$ cat config.mk
export PLATFORM = sky130hd
export DESIGN_NAME = tqvp_bus_sequencer
export DESIGN_NICKNAME = d
export VERILOG_FILES = /design/src/rtl/tqvp_bus_sequencer.sv
export SDC_FILE = /design/constraint.sdc
export NUM_CORES = 1
export LEC_CHECK = 0
export ABC_AREA = 1
export ABC_CLOCK_PERIOD_IN_PS = 2100
export CAP_MARGIN = 30
export CORE_UTILIZATION = 27
export CTS_CLUSTER_SIZE = 16
export DETAILED_ROUTE_END_ITERATION = 10
export PLACE_DENSITY = 0.57
export SYNTH_ARGS = -nofsm -noshare
export SYNTH_HDL_FRONTEND = slang
export SYNTH_SLANG_ARGS = --single-unit
$ cat constraint.sdc
create_clock -name clk -period 2.1 [get_ports clk]
set_input_delay 0.315 -clock clk [delete_from_list [all_inputs] [get_ports clk]]
set_output_delay 0.315 -clock clk [all_outputs]
set_load 0.1 [all_outputs]
$ cat src/rtl/tqvp_bus_sequencer.sv
// Bus sequencer between the TinyQV core data port and up to three peripheral slots plus a local
// register slot (slot 3). Registers every request, handles read waits with a timeout, merges IRQs.
module tqvp_bus_sequencer #(
    parameter int NUM_PERIPH = 3,
    parameter int TIMEOUT    = 15
) (
    input  logic                      clk,
    input  logic                      rst,
    input  logic [7:0]                address,
    input  logic [31:0]               data_in,
    input  logic [1:0]                data_write_n,
    input  logic [1:0]                data_read_n,
    output logic [31:0]               data_out,
    output logic                      data_ready,
    output logic [5:0]                p_address,
    output logic [31:0]               p_data_in,
    output logic [2*NUM_PERIPH-1:0]   p_data_write_n,
    output logic [2*NUM_PERIPH-1:0]   p_data_read_n,
    input  logic [32*NUM_PERIPH-1:0]  p_data_out,
    input  logic [NUM_PERIPH-1:0]     p_data_ready,
    input  logic [NUM_PERIPH-1:0]     p_interrupt,
    output logic                      user_interrupt
);

    typedef enum logic [1:0] {StIdle, StWrite, StReadWait, StDone} state_t;

    localparam logic [2:0] NumSlots   = 3'(NUM_PERIPH);
    localparam logic [7:0] TimeoutCnt = 8'(TIMEOUT);
    localparam logic [1:0] LocalSlot  = 2'd3;

    state_t                  r_state, w_state_d;
    logic [1:0]              r_slot, w_slot_d;
    logic [1:0]              r_size, w_size_d;
    logic [5:0]              r_addr, w_addr_d;
    logic [31:0]             r_wdata, w_wdata_d;
    logic [31:0]             r_rdata, w_rdata_d;
    logic [7:0]              r_cnt, w_cnt_d;
    logic                    r_err, w_err_d;
    logic [1:0]              r_err_slot, w_err_slot_d;
    logic [NUM_PERIPH-1:0]   r_mask, w_mask_d;
    logic [2*NUM_PERIPH-1:0] r_wr_n, w_wr_n_d;
    logic [2*NUM_PERIPH-1:0] r_rd_n, w_rd_n_d;
    logic                    r_ready;
    logic                    r_irq;

    logic                    w_sel_ready;
    logic [31:0]             w_sel_data;
    logic [31:0]             w_local_rdata;
    logic [3:0]              w_irq_raw;

    assign w_irq_raw = 4'(p_interrupt);

    // Local register read value for the offset currently on the core bus
    always_comb begin
        w_local_rdata = '0;
        case (address[5:0])
            6'h00:   w_local_rdata = {24'b0, w_irq_raw, 1'b0, r_err_slot, r_err};
            6'h04:   w_local_rdata = 32'(r_mask);
            default: w_local_rdata = '0;
        endcase
    end

    always_comb begin
        w_sel_ready = 1'b0;
        w_sel_data  = '0;
        for (int i = 0; i < NUM_PERIPH; i++) begin
            if (r_slot == 2'(i)) begin
                w_sel_ready = p_data_ready[i];
                w_sel_data  = p_data_out[32*i +: 32];
            end
        end
    end

    always_comb begin
        w_state_d    = r_state;
        w_slot_d     = r_slot;
        w_size_d     = r_size;
        w_addr_d     = r_addr;
        w_wdata_d    = r_wdata;
        w_rdata_d    = r_rdata;
        w_cnt_d      = r_cnt;
        w_err_d      = r_err;
        w_err_slot_d = r_err_slot;
        w_mask_d     = r_mask;
        case (r_state)
            StIdle: begin
                if (data_write_n != 2'b11) begin
                    w_slot_d  = address[7:6];
                    w_addr_d  = address[5:0];
                    w_wdata_d = data_in;
                    w_size_d  = data_write_n;
                    w_state_d = StWrite;
                end else if (data_read_n != 2'b11) begin
                    w_slot_d = address[7:6];
                    w_addr_d = address[5:0];
                    w_size_d = data_read_n;
                    if ({1'b0, address[7:6]} < NumSlots) begin
                        w_cnt_d   = '0;
                        w_state_d = StReadWait;
                    end else begin
                        w_rdata_d = (address[7:6] == LocalSlot) ? w_local_rdata : '0;
                        w_state_d = StDone;
                    end
                end
            end
            StWrite: begin
                if (r_slot == LocalSlot) begin
                    // Clearing err also clears the slot it recorded
                    if (r_addr == 6'h00 && r_wdata[0]) begin
                        w_err_d      = 1'b0;
                        w_err_slot_d = 2'd0;
                    end
                    if (r_addr == 6'h04) w_mask_d = r_wdata[NUM_PERIPH-1:0];
                end
                w_state_d = StIdle;
            end
            StReadWait: begin
                w_cnt_d = r_cnt + 8'd1;
                if (w_sel_ready) begin
                    w_rdata_d = w_sel_data;
                    w_state_d = StDone;
                end else if (w_cnt_d == TimeoutCnt) begin
                    w_rdata_d    = 32'hFFFF_FFFF;
                    w_err_d      = 1'b1;
                    w_err_slot_d = r_slot;
                    w_state_d    = StDone;
                end
            end
            StDone:  w_state_d = StIdle;
            default: w_state_d = StIdle;
        endcase
    end

    // Strobes are registered from the next state so they line up with WRITE / READ_WAIT
    always_comb begin
        w_wr_n_d = '1;
        w_rd_n_d = '1;
        for (int i = 0; i < NUM_PERIPH; i++) begin
            if (w_slot_d == 2'(i)) begin
                if (w_state_d == StWrite)    w_wr_n_d[2*i +: 2] = w_size_d;
                if (w_state_d == StReadWait) w_rd_n_d[2*i +: 2] = w_size_d;
            end
        end
    end

    always_ff @(posedge clk) begin
        if (rst) begin
            r_state    <= StIdle;
            r_slot     <= '0;
            r_size     <= 2'b11;
            r_addr     <= '0;
            r_wdata    <= '0;
            r_rdata    <= '0;
            r_cnt      <= '0;
            r_err      <= 1'b0;
            r_err_slot <= '0;
            r_mask     <= '0;
            r_wr_n     <= '1;
            r_rd_n     <= '1;
            r_ready    <= 1'b0;
            r_irq      <= 1'b0;
        end else begin
            r_state    <= w_state_d;
            r_slot     <= w_slot_d;
            r_size     <= w_size_d;
            r_addr     <= w_addr_d;
            r_wdata    <= w_wdata_d;
            r_rdata    <= w_rdata_d;
            r_cnt      <= w_cnt_d;
            r_err      <= w_err_d;
            r_err_slot <= w_err_slot_d;
            r_mask     <= w_mask_d;
            r_wr_n     <= w_wr_n_d;
            r_rd_n     <= w_rd_n_d;
            r_ready    <= (w_state_d == StDone);
            r_irq      <= |(p_interrupt & r_mask);
        end
    end

    assign data_out       = r_rdata;
    assign data_ready     = r_ready;
    assign p_address      = r_addr;
    assign p_data_in      = r_wdata;
    assign p_data_write_n = r_wr_n;
    assign p_data_read_n  = r_rd_n;
    assign user_interrupt = r_irq;

endmodule

==> impl_metrics.tcl, run 1 <==
set metrics [dict create \
    final_antenna_net_count 0 \
    stdcell_count 1181 \
    grt_busiest_layer "met2" \
    track_usage 0.1916 \
    tns_ns 0 \
    grt_overflow 0 \
    h-tree-depth 3 \
    slew_headroom 0.6282 \
    fin_crit_sh 0.9239 \
    antenna_found_initial 0 \
    crit_required_ns 2.38 \
    cts.path.max_buffers 2 \
    die_area_um2 18510 \
    post_drt_via_cell_ratio 4.551 \
    grt_pass1_wl_um 27360 \
    ir_drop_v 0.0004537 \
    root_buffer "clkbuf_16" \
    fin_worst_skew_ns 0.007651 \
    drt_iter0_drc 258 \
    max_stage_delay_ns 0.37 \
    fillers 1858 \
    wl_um 17550 \
    post_drt_wl_per_cell_um 14.86 \
    cp_cell_sequence "ha_2 > nand3_2 > o21ai_2 > nand2_1 > nor2_2 > nand3_2 > a21boi_4 > clkbuf_16 > o21ai_1 > nor2_1" \
    syn_area_um2 4852 \
    post_cts_buffers 0 \
    cts_buffers 9 \
    layout.nets 1101 \
    yosysWarnings 0 \
    switchingPower_mw 2.777 \
    core_area_um2 17420 \
    p_leak_nw 3.251 \
    cts.sinks 104 \
    drv_slew 0 \
    end_kind "flop" \
    internal_power_mw 3.831 \
    grt_max_degree 43 \
    startpoint_type "flop" \
    p_sw_frac 0.4202 \
    syn-instance-count 716 \
    antenna_cells 0 \
    cts_hold_buffers 0 \
    criticalPathCategory "reg -> reg" \
    synthToLayoutAreaGrowth_pct 57.61 \
    p_per_area_nw_per_um2 864.1 \
    start_util 0.2786 \
    dp_cells 1164 \
    first_global_vias 5124 \
    finalSetupViolCount 0 \
    cts_resized 0 \
    yosysSeqAreaShare 0.4291 \
    grtUsageMet3 0.05145 \
    clkLatencyLatePin_ns 0.35 \
    place_congestion 0.8507 \
    clkPwrFrac 0.257 \
    io_buffers 231 \
    clock.fmax_ghz 0.5154 \
    use_met1 0.2406 \
    finalHoldViolCount 0 \
    avgSynthCellArea_um2 6.777 \
    vias 5375 \
    die_w_um 136.1 \
    cts_tree "done" \
    met2_usage 0.3175 \
    slowest_stage "dfxtp_1" \
    critPathBufInv 1 \
    hpwl_um 13160 \
    syn_nets 866 \
    crit_top_cell "nand3_2" \
    cp.arrival_ns 2.22 \
    timing.final.crit_period_ns 1.940 \
    die_height_um 136.1 \
    ys_types 34 \
    drive_gt1_frac 0.1736 \
    cts.reportedPaths.clkPinSlew_ns 0.07 \
    firstDrtPassIters 5 \
    drv_cap 0 \
    grt_setup_unrepaired "no" \
    seqPwrFrac 0.340 \
    hold_class "reg -> reg" \
    drc 0 \
    comb_power_share 0.403 \
    ys_ff_latch 104 \
    crit_fanout 17 \
    io_pins 232 \
    rows 48 \
    tightest_slew_ns 0.5571 \
    outcome "complete, no violations" \
    critPathTopFamily "simple AND/OR/NAND/NOR gates" \
]
[cells by family (layout without fill, tap and decap cells)]
group / count (synthesis) / in the layout / share of synthesized area
simple gates: 397 / 397 / 0.3476
compound gates: 135 / 135 / 0.1506
flops: 104 / 104 / 0.4291
fa+ha+maj: 2 / 2 / 0.005156
buf+inv: 78 / 318 / 0.06756
[power by group through the flow]
stage	logic (mW)	registers (mW)	clock network, mW
4_1_cts	2.66	2.25	1.76
3_3_place_gp	2.65	2.29	0
6_report	2.66	2.25	1.70
3_5_place_dp	2.65	2.29	0
2_1_floorplan	0.683	3.42	0
5_1_grt	2.82	2.27	1.84
[worst reg2reg max path, stage by stage (launching register included)]
cell and delay [ns]:
dfxtp_1 0.37, ha_2 0.23, nand3_2 0.11, o21ai_2 0.14, nand2_1 0.09, nor2_2 0.15
nand3_2 0.14, a21boi_4 0.26, clkbuf_16 0.23, o21ai_1 0.07, nor2_1 0.09
[worst paths after layout]
kind	startpoint	to	slack (ns)	depth (start not counted)
max	r_cnt[0]$_SDFFE_PP0P_	data_out[30]$_SDFFE_PP0P_	0.16	10
min	r_err$_SDFFE_PP0P_	r_err$_SDFFE_PP0P_	0.47	2
max reg2reg	r_cnt[0]$_SDFFE_PP0P_	data_out[30]$_SDFFE_PP0P_	0.16	10
min reg2reg	r_err$_SDFFE_PP0P_	r_err$_SDFFE_PP0P_	0.47	2
[per-stage QoR]
step | instance area (µm²) | setup WS [ns] | utilization | power [mW] | hold slack, ns
final | 7647 | 0.1599 | 0.4391 | 6.608 | 0.4666
after CTS | 7597 | 0.1319 | 0.4362 | 6.671 | 0.4704
after global routing | 7647 | 0.004779 | 0.4391 | 6.938 | 0.4965
after floorplan | 4852 | 0.3484 | - | 4.099 | 0.4392
after global placement | 7302 | 0.0004030 | 0.4193 | 4.945 | 0.4561
after detailed placement | 7302 | 0.01918 | 0.4193 | 4.948 | 0.4596
[layer usage]
layer / share of wire / routed length, µm
met5: 0 / 0
met4: 0.022 / 385
met3: 0.050 / 884
met2: 0.48 / 8502
met1: 0.44 / 7779
[synthesized netlist by cell type, drive strengths merged]
library cell | n | area, µm²
nand2 | 179 | 699.4
nand3b | 1 | 7.510
o22ai | 1 | 6.260
buf | 7 | 61.30
dfxtp | 104 | 2082
ha | 2 | 25.02
nand4 | 26 | 162.7
clkbuf | 28 | 105.1
nor4 | 1 | 6.260
a31oi | 1 | 6.260
a211oi | 2 | 15.01
a21oi | 40 | 211.5
a41oi | 2 | 17.52
or2 | 3 | 18.77
nand3 | 29 | 150.1
o21ai | 88 | 455.4
a21boi | 1 | 18.77
nor3 | 7 | 50.05
inv | 43 | 161.4
nor2 | 151 | 591.8
[state kept, by name, summed over array words and instances (netlist names)]
signal / cells
r_err_slot: 2
p_address: 6
data_out: 32
p_data_write_n: 6
p_data_in: 32
p_data_read_n: 6
r_state: 2
r_size: 2
r_slot: 2
data_ready: 1
r_err: 1
r_mask: 3
user_interrupt: 1
r_cnt: 8
[final cells by class]
| cell class | instances | area (µm²) | area share |
|---|---|---|---|
| clock buffers | 10 | 229.0 | 0.02994 |
| clock inverters | 6 | 66.31 | 0.008671 |
| inverters | 43 | 161.4 | 0.02111 |
| multi-input cells | 534 | 2472 | 0.3233 |
| flip-flops and latches | 104 | 2082 | 0.2723 |
| well taps | 225 | 281.5 | 0.03681 |
| repair buffers | 259 | 2355 | 0.3079 |
[cell usage in the layout (no fill, tap or decap), types with 5 or more instances in the layout]
| cell type | Yosys | layout |
|---|---|---|
| dfxtp_1 | 104 | 104 |
| o21ai_2 | 4 | 5 |
| nand2_1 | 172 | 172 |
| clkdlybuf4s50_1 | 0 | 147 |
| a21oi_1 | 37 | 37 |
| clkbuf_16 | 0 | 10 |
| nor2_2 | 4 | 6 |
| nor2_1 | 145 | 143 |
| inv_2 | 7 | 8 |
| nand4_1 | 26 | 26 |
| nand3_1 | 28 | 27 |
| o21ai_1 | 16 | 16 |
| buf_4 | 1 | 109 |
| o21ai_0 | 68 | 67 |
| inv_1 | 36 | 35 |
Note: power is estimated with default switching activity, not from simulation.
==> run 2: changes to the inputs <==
- RECOVER_POWER: not set -> 100
==> impl_metrics.tcl, run 2 (synthesized netlist as in run 1, its figures left out) <==
set metrics [dict create \
    post_drt_wl_per_cell_um 14.83 \
    p_per_area_nw_per_um2 875.5 \
    fin_crit_sh 0.9345 \
    drc 0 \
    hold_class "reg -> reg" \
    drv_cap 0 \
    fin_worst_skew_ns 0.007936 \
    grt_max_degree 43 \
    cp_cell_sequence "dlygate4sd3_1 > nand2_1 > nand2_2 > nand2_1 > inv_2 > or2_1 > o21ai_2 > inv_1 > nor3_2 > nand2_1" \
    cts_buffers 9 \
    cts_tree "done" \
    max_stage_delay_ns 0.57 \
    drive_gt1_frac 0.1705 \
    clock.fmax_ghz 0.5096 \
    crit_fanout 5 \
    die_height_um 136.1 \
    timing.final.crit_period_ns 1.962 \
    criticalPathCategory "in -> reg" \
    cts.reportedPaths.clkPinSlew_ns 0.06 \
    synthToLayoutAreaGrowth_pct 52.99 \
    rows 48 \
    most-common-layout-cells "nand2_1 (173), clkdlybuf4s50_1 (145), nor2_1 (143)" \
    slew_headroom 0.4910 \
    finalHoldViolCount 0 \
    grt_overflow 0 \
    final_antenna_net_count 0 \
    antenna_cells 0 \
    wl_um 17520 \
    pre_cts_slack_ns 0.01918 \
    cp.arrival_ns 2.19 \
    grt_pass1_wl_um 27360 \
    track_usage 0.1916 \
    io_pins 232 \
    clkLatencyLatePin_ns 0.35 \
    cts.path.max_buffers 2 \
    core_area_um2 17420 \
    antenna_found_initial 0 \
    crit_required_ns 2.32 \
    end_kind "flop" \
    setup_slack_ns 0.1375 \
    vias 5362 \
    h-tree-depth 3 \
    drt_iter0_drc 292 \
    start_util 0.2786 \
    finalSetupViolCount 0 \
    crit_top_cell "nand2_1" \
    cts_hold_buffers 0 \
    root_buffer "clkbuf_16" \
    firstDrtPassIters 4 \
    hpwl_um 13160 \
    die_w_um 136.1 \
    place_congestion 0.8507 \
    first_global_vias 5124 \
    tns_ns 0 \
    post_drt_via_cell_ratio 4.540 \
    p_leak_nw 3.185 \
    grt_setup_unrepaired "no" \
    layout.nets 1101 \
    slowest_stage "dlygate4sd3_1" \
    ir_drop_v 0.0004389 \
    outcome "complete, no violations" \
    startpoint_type "input pin" \
    die_area_um2 18510 \
    tightest_slew_ns 0.7635 \
    io_buffers 231 \
    final_common_cell "nand2_1" \
    cts.sinks 104 \
    drv_slew 0 \
    post_cts_buffers 0 \
]
run 2: changes by cell type in the layout (fill, tap and decap cells not counted):
cell	before	now
nand2_1	172	173
o21ai_1	16	15
o21ai_0	67	69
buf_4	109	24
clkdlybuf4s50_1	147	145
inv_2	8	7
dlygate4sd3_1	0	2
o21ai_2	5	4
inv_1	35	36
nand2_4	2	1
clkbuf_2	0	85
run 2: critical path, delay by kind of cell:
family,cells,cell delay (ns)
simple gates,6,1.01
buf+inv,3,0.75
compound gates,1,0.10
run 2: worst paths after layout:
path,end,from,slack (ns),cells past startpoint
worst max-delay path,p_data_read_n[4]$_SDFF_PP1_,data_write_n[1],0.14,10
worst min-delay path,r_err$_SDFFE_PP0P_,r_err$_SDFFE_PP0P_,0.47,2
worst max register to register,data_out[30]$_SDFFE_PP0P_,r_cnt[0]$_SDFFE_PP0P_,0.15,10
worst min register to register,r_err$_SDFFE_PP0P_,r_err$_SDFFE_PP0P_,0.47,2
run 2: final cells by class:
class | instances | area, µm²
inverters | 43 | 161.4
clock buffers | 10 | 229.0
fillers | 1903 | 9993
flip-flops and latches | 104 | 2082
repair buffers | 259 | 2142
clock inverters | 6 | 66.31
well taps | 225 | 281.5
multi-input cells | 534 | 2461
run 2: power breakdown:
group	switching [mW]	internal [mW]	total, mW
combinational	1.90	0.652	2.56
clock	0.766	0.932	1.70
sequential	0.0978	2.15	2.24
total	2.77	3.73	6.50
run 2: through the flow:
step,total power [mW],hold WS (ns),utilization,cells,area [µm²]
CTS,6.671,0.4704,0.4362,1180,7597
global placement,4.945,0.4561,0.4193,1164,7302
floorplan,4.099,0.4392,-,716,4852
detailed placement,4.948,0.4596,0.4193,1164,7302
finish,6.499,0.4664,0.4262,1181,7423
global route,6.830,0.4965,0.4262,1181,7423
run 2: metal layers:
metal	global-route usage	part of all wire	up-vias
li1	-	-	2797
met1	0.2406	0.45	2424
met2	0.3175	0.48	116
met3	0.05145	0.049	25
met4	0.05802	0.022	0
met5	0	0	-
run 2: what timing repair did:
action	4_1_cts	5_1_grt
endpoints found under the hold margin	0	0
setup endpoints to repair	0	30
resized for setup	0	6
==> RTL change 1, RTL diff (config.mk and constraints of run 2) <==
The parameter `NUM_PERIPH` goes from 3 to 2.
--- a/src/rtl/tqvp_bus_sequencer.sv
+++ b/src/rtl/tqvp_bus_sequencer.sv
@@ -3,3 +3,3 @@
 module tqvp_bus_sequencer #(
-    parameter int NUM_PERIPH = 3,
+    parameter int NUM_PERIPH = 2,
     parameter int TIMEOUT    = 15
Ports: changed (5 resized); port bits go from 232 to 194. The function was not compared with the original's and may differ.
==> RTL change 1 against run 2 <==
  * Design area decreased by 10%
  * Total power decreased by 14%
  * Die area decreased by 4.2%
  * Synthesized area decreased by 4.3%
  * Setup slack improved by 0.080 ns
  * Global-route usage decreased by 1.8 points
  * Sequential cell count decreased by 5
  * Hold slack got worse by 0.23 ns
  * Wire length decreased by 12%
  * Combinational power decreased by 29%
  * Count of clock-buffer cells in the layout unchanged
==> RTL change 1: results (changes against run 2) <==
wl_met2_um: 6810  # -19%
grt_usage_pct: 17.4  # -1.8 points
status: "completed"
drtPass1Iterations: 4  # unchanged
drt_iter0_markers: 226  # -23%
gr-usage-met1_pct: 21.2  # -2.9 points
wl_met1_um: 6990  # -11%
synthAdderAreaFrac_pct: 0.539  # +0.023 points
dr_wl_met3_um: 1220  # +44%
grt_start_max_net_pins: 46  # +7.0%
clockBufferDepth: 2  # unchanged
seqPwrFrac_pct: 37.4  # +2.9 points
worstMarginPinSlew_ns: 0.587  # -0.177 ns
synth_area_leaders: "dfxtp_1 43%, nand3_1 14%, nand2_1 7.5%, nor2_1 7.5%, a21oi_1 5.2%"
ys_types: 38  # +12%
p_int_mw: 3.41  # -8.6%
grt_pass1_vias: 4707  # -8.1%
critical_path.max_fanout: 26  # +21
irDropWorstVdd_mv: 0.560  # +28%
drive_above_1_share_pct: 17.4  # +0.36 points
leakagePower_nw: 2.71  # -15%
grt_pass1_wl_um: 24300  # -11%
io_buffers: 193  # -16%
hpwl_um: 11200  # -15%
viasPerCell: 4.68  # +3.0%
gp_congestion: 0.798  # -6.2%
wl_per_cell_um: 14.6  # -1.3%
powerClk_mw: 1.67
final_cells: 1047  # -11%
seq_area_frac_synth_pct: 42.7  # -0.24 points
hold_path_class: "primary input to flip-flop"
synthTopCellsByCount: "126 x nand3_1, 99 x dfxtp_1, 93 x nand2_1, 93 x nor2_1, 48 x a21oi_1"
dp_slack_ns: 0.0979  # +0.0787 ns
finalNetCount: 940  # -15%
finalHoldViolations: 0  # unchanged
synth_compound_area_share_pct: 14.2  # -0.86 points
use_met2_pct: 28.3  # -3.5 points
syn_inst: 637  # -11%
skew_ns: 0.00600  # -0.00193 ns
placed_area_um2: 6580  # -9.9%
met3_usage_pct: 5.97  # +0.83 points
syn_nets: 753  # -13%
power.switching_mw: 2.15  # -22%
## RTL change 1: final timing paths
check / from / to / slack [ns] / depth (start not counted)
min reg2reg: data_out[19]$_SDFFE_PP0P_ / data_out[19]$_SDFFE_PP0P_ / 0.46 / 2
max reg2reg: r_cnt[0]$_SDFFE_PP0P_ / data_out[5]$_SDFFE_PP0P_ / 0.23 / 11
max: data_write_n[0] / p_data_write_n[1]$_SDFF_PP1_ / 0.22 / 9
min: rst / r_state[1]$_SDFF_PP0_ / 0.24 / 2
## RTL change 1: final cells by class
cell class	count	area (um2)
inverters	32	125
repair buffers	219	1720
clock buffers	10	239
flip-flops and latches	99	1980
multi-input cells	463	2270
well taps	220	275
fillers	1829	10000
clock inverters	4	52.6
## RTL change 1: worst max-delay path, delay by kind of cell
kind / cells / cell delay (ns)
simple gates: 4 / 0.34
buf+inv: 5 / 1.43
==> RTL change 2, RTL diff (config.mk and constraints of run 2) <==
Without the edit above. The 4 states of `state_t` get a Gray code encoding in 2 bits.
--- a/src/rtl/tqvp_bus_sequencer.sv
+++ b/src/rtl/tqvp_bus_sequencer.sv
@@ -24,3 +24,3 @@
 
-    typedef enum logic [1:0] {StIdle, StWrite, StReadWait, StDone} state_t;
+    typedef enum logic [1:0] {StIdle = 2'b00, StWrite = 2'b01, StReadWait = 2'b11, StDone = 2'b10} state_t;
 
Behaviour: same outputs for any inputs over 4 cycles, from zero or initial values and one cycle with rst high; so few cycles prove little.
==> RTL change 2 against run 2 <==
  * Synthesized area increased by 2.0%
  * Sequential cell count unchanged
  * Register-to-register slack improved by 0.08 ns
  * Design area increased by 0.27%
  * Setup slack improved by 0.093 ns
  * Clock skew increased by 0.0011 ns
  * Total power decreased by 13%
  * Core utilization decreased by 1.2 points
  * Wire length decreased by 1.1%
  * Maximum frequency increased by 4.9%
  * Via count increased by 3.8%
  * Critical path type is now flip-flop to flip-flop
  * Critical endpoint is now data_out[29]$_SDFFE_PP0P_
==> RTL change 2: results (changes against run 2) <==
status: "completed"
synth_xor_area_share_pct: 0  # unchanged
dp_slack_ns: -0.0233  # -0.0425 ns
grt_pass1_vias: 5428  # +5.9%
design.seq.count: 104  # unchanged
use_met2_pct: 30.5  # -1.2 points
buffers: 263  # +1.5%
num-multi-input-gates: 540  # +1.1%
viasPerCell: 4.68  # +3.0%
seq_area_frac_synth_pct: 42.1  # -0.84 points
multi_input_area_um2: 2480  # +0.97%
ys_types: 33  # -2.9%
slowest_stage: "dfxtp_1"
skew_ns: 0.00906  # +0.00112 ns
dr_wl_met3_um: 1830  # +120%
clockBufferDepth: 2  # unchanged
gp_congestion: 0.840  # -1.3%
seqPwrFrac_pct: 37.7  # +3.2 points
wl_met2_um: 7590  # -10%
clkCellAreaFrac_pct: 4.29  # +0.31 points
synthTopCellsByCount: "193 x nand2_1, 120 x nor2_1, 104 x dfxtp_1"
grt_pass1_wl_um: 27100  # -0.81%
synthAdderAreaFrac_pct: 0.506  # -0.010 points
dp_cells: 1172  # +0.69%
synth_area_leaders: "dfxtp_1 42%, nand2_1 15%, nor2_1 9.1%, nand3_1 5.6%, nand4_1 5.4%"
buf_share_pct: 28.6  # -0.26 points
p_comb_share_pct: 30.1  # -9.2 points
synth_compound_area_share_pct: 11.4  # -3.7 points
max_stage_delay_ns: 0.33  # -0.24 ns
holdWs_ns: 0.463  # -0.00322 ns
syn_nets: 873  # +0.81%
slew-limit-headroom_pct: 53.7  # +4.6 points
syn_inst: 723  # +0.98%
finalNetCount: 1106  # +0.45%
inverters: 38  # -12%
gr-usage-met1_pct: 22.0  # -2.1 points
synth_flop_cell: "dfxtp_1"
irDropWorstVdd_mv: 0.655  # +49%
n_fill_cell: 1926  # +1.2%
vias: 5565  # +3.8%
critical_path.max_fanout: 31  # +26
p_int_mw: 3.63  # -2.8%
period_needed_ns: 1.87  # -0.0925 ns
powerClk_mw: 1.82  # +7%
grt_start_max_net_pins: 37  # -14%
grt_usage_pct: 18.5  # -0.61 points
drt_iter0_markers: 138  # -53%
wl_per_cell_um: 14.6  # -1.9%
rrSetupSlack_ns: 0.23  # +0.08 ns
met3_usage_pct: 7.03  # +1.9 points
hpwl_um: 13100  # -0.39%
drive_above_1_share_pct: 15.6  # -1.4 points
[RTL change 2: cell types whose count changed after synthesis, moves of 4 or more]
| cell | run 2 | this run |
|---|---|---|
| a21oi_1 | 37 | 52 |
| buf_2 | 1 | 7 |
| buf_6 | 4 | 9 |
| clkbuf_1 | 28 | 24 |
| nand2_1 | 172 | 193 |
| nand2_2 | 5 | 0 |
| nand3_1 | 28 | 55 |
| nand4_1 | 26 | 43 |
| nor2_1 | 145 | 120 |
| o21ai_0 | 68 | 43 |
| o21ai_1 | 16 | 2 |
[RTL change 2: worst paths after layout]
path,startpoint,endpoint,depth (start not counted)
hold reg to reg,data_out[21]$_SDFFE_PP0P_,data_out[21]$_SDFFE_PP0P_,2
setup / recovery,r_cnt[0]$_SDFFE_PP0P_,data_out[29]$_SDFFE_PP0P_,11
setup reg to reg,r_cnt[0]$_SDFFE_PP0P_,data_out[29]$_SDFFE_PP0P_,11
hold / removal,data_out[21]$_SDFFE_PP0P_,data_out[21]$_SDFFE_PP0P_,2
